<file path="config.mk">
export PLATFORM = sky130hd
export DESIGN_NAME = rom_loader
export DESIGN_NICKNAME = d
export VERILOG_FILES = /design/src/rtl/rom_loader.sv
export SDC_FILE = /design/constraint.sdc
export NUM_CORES = 1
export LEC_CHECK = 0
export CAP_MARGIN = 30
export CORE_MARGIN = 4
export CORE_UTILIZATION = 45
export DETAILED_ROUTE_END_ITERATION = 12
export PLACE_DENSITY_LB_ADDON = 0.2
export REMOVE_ABC_BUFFERS = 1
export SLEW_MARGIN = 20
export SYNTH_ARGS = -nofsm -noshare
export SYNTH_HDL_FRONTEND = slang
export SYNTH_SLANG_ARGS = --single-unit
</file>
<file path="constraint.sdc">
create_clock -name clk -period 5.34 [get_ports clk]
set_input_delay 1.602 -clock clk [delete_from_list [all_inputs] [get_ports clk]]
set_output_delay 1.602 -clock clk [all_outputs]
set_load 0.01 [all_outputs]
</file>
<file path="src/rtl/rom_loader.sv">
// Boot-time loader: assembles a byte stream into little-endian words, writes them to
// instruction memory and holds the core until done. Optional trailer check: ROM_LOADER_CHECKSUM_EN.
module rom_loader #(
  parameter int unsigned ADDR_W     = 12,
  parameter logic [31:0] START_ADDR = 32'h0000_0000
) (
  input  logic              clk,
  input  logic              rst,
  input  logic              start_i,
  input  logic [ADDR_W:0]   len_i,
  input  logic              byte_valid_i,
  input  logic [7:0]        byte_data_i,
  output logic              byte_ready_o,
  output logic              mem_we_o,
  output logic [31:0]       mem_addr_o,
  output logic [31:0]       mem_wdata_o,
  output logic              cpu_hold_o,
  output logic              busy_o,
  output logic              done_o,
  output logic              err_o
);

  localparam logic [ADDR_W:0] CAP  = {1'b1, {ADDR_W{1'b0}}};
  localparam logic [ADDR_W:0] ONE  = {{ADDR_W{1'b0}}, 1'b1};
  localparam logic [ADDR_W:0] ZERO = {(ADDR_W+1){1'b0}};

  typedef enum logic [1:0] {
    S_IDLE  = 2'd0,
    S_LOAD  = 2'd1,
    S_DONE  = 2'd2
`ifdef ROM_LOADER_CHECKSUM_EN
    , S_CHECK = 2'd3
`endif
  } state_e;

  state_e          state_q, state_d;
  logic [ADDR_W:0] len_q, len_d;
  logic [ADDR_W:0] idx_q, idx_d;
  logic [1:0]      bcnt_q, bcnt_d;
  logic [23:0]     asm_q, asm_d;
  logic            byte_ready_q, byte_ready_d;
  logic            mem_we_q, mem_we_d;
  logic [31:0]     mem_addr_q, mem_addr_d;
  logic [31:0]     mem_wdata_q, mem_wdata_d;
  logic            cpu_hold_q, cpu_hold_d;
  logic            busy_q, busy_d;
  logic            done_q, done_d;
  logic            accept_s, word_done_s, last_word_s, err_next_s;
  logic [31:0]     word_s;
`ifdef ROM_LOADER_CHECKSUM_EN
  logic            err_q, err_d;
  logic [31:0]     sum_q, sum_d;
`endif

  // Next-state, byte assembly and registered-output computation
  always_comb begin
    state_d      = state_q;
    len_d        = len_q;
    idx_d        = idx_q;
    bcnt_d       = bcnt_q;
    asm_d        = asm_q;
    mem_we_d     = 1'b0;
    mem_addr_d   = mem_addr_q;
    mem_wdata_d  = mem_wdata_q;
    last_word_s  = 1'b0;
`ifdef ROM_LOADER_CHECKSUM_EN
    err_d        = err_q;
    sum_d        = sum_q;
`endif
    accept_s     = byte_ready_q & byte_valid_i;
    word_s       = {byte_data_i, asm_q};
    word_done_s  = accept_s && (bcnt_q == 2'd3);

    if (accept_s) begin
      bcnt_d = bcnt_q + 2'd1;
      case (bcnt_q)
        2'd0:    asm_d[7:0]   = byte_data_i;
        2'd1:    asm_d[15:8]  = byte_data_i;
        2'd2:    asm_d[23:16] = byte_data_i;
        default: asm_d        = asm_q;
      endcase
    end else begin
      bcnt_d = bcnt_q;
    end

    case (state_q)
      S_IDLE, S_DONE: begin
        if (start_i) begin
          len_d  = (len_i > CAP) ? CAP : len_i;
          idx_d  = ZERO;
          bcnt_d = 2'd0;
`ifdef ROM_LOADER_CHECKSUM_EN
          err_d  = 1'b0;
          sum_d  = 32'h0000_0000;
          state_d = (len_d == ZERO) ? S_CHECK : S_LOAD;
`else
          state_d = (len_d == ZERO) ? S_DONE : S_LOAD;
`endif
        end else begin
          state_d = state_q;
        end
      end
      S_LOAD: begin
        if (word_done_s) begin
          mem_we_d    = 1'b1;
          mem_addr_d  = START_ADDR + {{(30-ADDR_W){1'b0}}, idx_q[ADDR_W-1:0], 2'b00};
          mem_wdata_d = word_s;
          idx_d       = idx_q + ONE;
          // ready must already be low in the cycle that carries the final write
          last_word_s = ((idx_q + ONE) == len_q);
`ifdef ROM_LOADER_CHECKSUM_EN
          sum_d       = sum_q + word_s;
`endif
        end else begin
          mem_we_d    = 1'b0;
        end
        if (mem_we_q && (idx_q == len_q)) begin
`ifdef ROM_LOADER_CHECKSUM_EN
          state_d = S_CHECK;
`else
          state_d = S_DONE;
`endif
        end else begin
          state_d = state_q;
        end
      end
`ifdef ROM_LOADER_CHECKSUM_EN
      S_CHECK: begin
        if (word_done_s) begin
          state_d = S_DONE;
          err_d   = (word_s != sum_q);
        end else begin
          state_d = state_q;
        end
      end
`endif
      default: state_d = S_IDLE;
    endcase

`ifdef ROM_LOADER_CHECKSUM_EN
    err_next_s   = err_d;
    busy_d       = (state_d == S_LOAD) || (state_d == S_CHECK);
    byte_ready_d = ((state_d == S_LOAD) && !last_word_s) || (state_d == S_CHECK);
`else
    err_next_s   = 1'b0;
    busy_d       = (state_d == S_LOAD);
    byte_ready_d = (state_d == S_LOAD) && !last_word_s;
`endif
    done_d       = (state_d == S_DONE);
    cpu_hold_d   = !((state_d == S_DONE) && !err_next_s);
  end

  // State and output registers
  always_ff @(posedge clk or posedge rst) begin
    if (rst) begin
      state_q      <= S_IDLE;
      len_q        <= ZERO;
      idx_q        <= ZERO;
      bcnt_q       <= 2'd0;
      asm_q        <= 24'h00_0000;
      byte_ready_q <= 1'b0;
      mem_we_q     <= 1'b0;
      mem_addr_q   <= START_ADDR;
      mem_wdata_q  <= 32'h0000_0000;
      cpu_hold_q   <= 1'b1;
      busy_q       <= 1'b0;
      done_q       <= 1'b0;
`ifdef ROM_LOADER_CHECKSUM_EN
      err_q        <= 1'b0;
      sum_q        <= 32'h0000_0000;
`endif
    end else begin
      state_q      <= state_d;
      len_q        <= len_d;
      idx_q        <= idx_d;
      bcnt_q       <= bcnt_d;
      asm_q        <= asm_d;
      byte_ready_q <= byte_ready_d;
      mem_we_q     <= mem_we_d;
      mem_addr_q   <= mem_addr_d;
      mem_wdata_q  <= mem_wdata_d;
      cpu_hold_q   <= cpu_hold_d;
      busy_q       <= busy_d;
      done_q       <= done_d;
`ifdef ROM_LOADER_CHECKSUM_EN
      err_q        <= err_d;
      sum_q        <= sum_d;
`endif
    end
  end

  assign byte_ready_o = byte_ready_q;
  assign mem_we_o     = mem_we_q;
  assign mem_addr_o   = mem_addr_q;
  assign mem_wdata_o  = mem_wdata_q;
  assign cpu_hold_o   = cpu_hold_q;
  assign busy_o       = busy_q;
  assign done_o       = done_q;
`ifdef ROM_LOADER_CHECKSUM_EN
  assign err_o        = err_q;
`else
  assign err_o        = 1'b0;
`endif

endmodule

</file>
==> run metrics <==
worst hold slack=0.4678 ns; worst flop-to-flop path startpoint=idx_q[0]; Starting Density=45.92%; Root Buffer Master=clkbuf_8; Worst-path clk slew=0.11 ns; syn avg cell area=9.996 sq um; Worst-Skew Late Latency=0.37 ns; DR WL/cell=13.97 microns; RSZ-0062 raised after global routing=no; clock power share=17.6%; grt total ovfl=0; Synth Register Bits=103; Fill cells=948; register area=2579 sq um; Tot GR Track Use=16.74%; share of Yosys cell area claimed by the top area cell type=54.33%; largest net degree at the start of global routing=55; number of gates resized after CTS=0; Fin Clk Skew=0.01444 ns; count of input and output buffers=73; Peak VDD IR=0.0001913 V; type of the worst setup path=in2reg; register area share after synthesis=54.89%; Antenna Diode Count=0; first-pass GRT wire length=15.93 mm; vias in the first global route=3,215; hold path startpoint=asm_q[4]; P_leak=0.002644 uW; HPWL after detailed placement=6.777 mm; # IOs=95; Cell Area, Synth=4698 sq um; full die area=12,140 sq um; Placement Rows=37; core area=10,230 sq um; Worst Path Max Fanout=29; ys flop type=dfrtp_1; CP max stage delay=0.44 ns; layout cells sized above 1=9.779%; Switch Pwr=933.7 uW; top post-synthesis cells by area=dfrtp_1, nand2_1, mux2_2, xnor2_1, buf_4; Die H=110.2 microns; Final Max Slew Viols=0; vias=3,385; crit path from=byte_valid_i; most frequent cell after synthesis=nand2_1; Final period util=61.86%; crit end category=register; die extent in x=110.2 microns; slowest stage cell, crit path=clkdlybuf4s50_1; Slew @ Worst Pin=0.7809 ns; Internal Pwr Total=1748 uW; TritonCTS Buffers=9; CTS max path bufs=2; most frequent cells after synthesis=nand2_1, dfrtp_1, mux2_2; Slew headroom=47.82%; Worst Path Required=5.60 ns; Async S/R FF share, synth=100.0%; final setup violation count=0; Fin. Hold Viols=0; crit-path cells=clkdlybuf4s50_1, and2_1, nand3_2, inv_2, buf_4, nand4_1, nand3_1, o21ai_0; Worst Setup Start Kind=input port; Mapped Cells=470; Cell Pwr Density=474.3 nW/um^2; nets@finish=567; H-tree depth=3; Final ANT Viol Nets=0; Setup TNS=0 ns; area taken by multi-input logic gates=1919 sq um; Comb power frac=36.6%; Reg power frac=45.8%; Area growth syn-to-layout=20.37%; status=finished clean; sw frac=34.81%; CTS tree=done; CP top delay family=buffers and inverters; Initial DRC Count=167; CTS sink cnt=103; crit path DAT=3.56 ns; vias per cell=4.993; number of flops mapped to enable cells by yosys=0; Post-DP Area=5465 sq um; Syn. warnings=0; Critical path buffers and inverters=3; antenna violations before repair=0; path category of the worst min-delay check=reg2reg; Max Cap Violations=0; most area-hungry cell type in the Yosys netlist=dfrtp_1; Final Wtd Congestion=0.8336; number of remaining DRC errors=0; Synth cell types=49; Setup Buffers After CTS=0; DR pass1 iterations=5; crit path time final=3.303 ns; Finished Cell Area=5655 sq um; DRT Wirelength=9.470 mm; FMAX=0.3027 GHz; Hold Buf Count CTS=0
==> cells in the final DEF (no fill, tap or decap), types with 5 or more instances in the layout <==
cell / instances
a22o_1: 10
clkbuf_8: 9
clkdlybuf4s50_1: 73
conb_1: 21
dfrtp_1: 102
ha_1: 5
inv_1: 7
mux2_2: 24
nand2_1: 157
nand3_1: 11
nand4_1: 5
nor2_1: 7
o21ai_0: 19
xnor2_1: 21
==> logic make-up (layout without fill, tap and decap cells) <==
family	count (synthesis)	in the layout	synth area share [%]
muxes	27	27	6.392
AOI/OAI and AO/OA	52	52	7.669
adders and majority gates	5	5	1.332
xor gates and xnor gates	23	23	4.448
DFF	103	103	54.89
and+or+nand+nor	209	209	19.23
buffers and inverters	50	102	5.965
other	1	21	0.07982
==> power by group through the flow <==
stage,combinational [uW],sequential [uW],clock (uW)
floorplan,528,1270,0
finish,981,1230,472
global route,1100,1270,527
CTS,998,1230,489
detailed placement,993,1250,0
global placement,971,1240,0
==> path summary, 6_finish.rpt <==
check | slack [ns] | cells past startpoint | endpoint
worst min-delay path | 0.47 | 2 | mem_wdata_o[4]
min in group asynchronous | 1.66 | 2 | mem_wdata_o[9]
max in group asynchronous | 2.85 | 3 | asm_q[6]
worst max register to register | 2.96 | 6 | byte_ready_o
worst max-delay path | 2.04 | 8 | idx_q[12]
worst min register to register | 0.47 | 2 | mem_wdata_o[4]
==> area by class of cell <==
cell class                      count  share of cell area (%)
Clock inverter                      7                   1.173
Inverter                            9                  0.6416
Multi-Input combinational cell    337                   33.94
Sequential cell                   103                   45.60
Timing Repair Buffer               77                   13.45
Clock buffer                        9                   2.190
Tap cell                          136                   3.009
==> worst reg2reg max path: cells and delay by family (launching register included) <==
family / cells / cell delay, ns
AO/OA/AOI/OAI: 3 / 0.63
adder cells (fa/ha/maj): 1 / 0.35
flip-flops: 1 / 0.51
AND/OR/NAND/NOR: 2 / 0.78
==> per-layer routing <==
metal / track usage, % / routed length [microns] / up-vias
li1: - / - / 1666
met3: 3.786 / 555 / 4
met5: 0 / 0 / -
met2: 26.04 / 4418 / 94
met4: 4.485 / 55 / 0
met1: 23.76 / 4441 / 1621
==> metrics by stage <==
step           utilization (%)  power, uW  worst slack (ns)  cells
3_3_place_gp             53.42       2211             1.695    662
3_5_place_dp             53.42       2240             1.635    662
5_1_grt                  55.28       2897             1.817    678
6_report                 55.28       2682             2.037    678
4_1_cts                  55.28       2719             2.040    678
2_1_floorplan                -       1800            0.8825    449
==> sequential cells by signal (all words and copies together), names as in the netlist, 2 cells and up <==
| signal | flops |
|---|---|
| idx_q | 13 |
| mem_wdata_o | 32 |
| asm_q | 24 |
| len_q | 13 |
| mem_addr_o | 12 |
| bcnt_q | 2 |
| state_q | 2 |
Power figures use the tool's default switching activity.
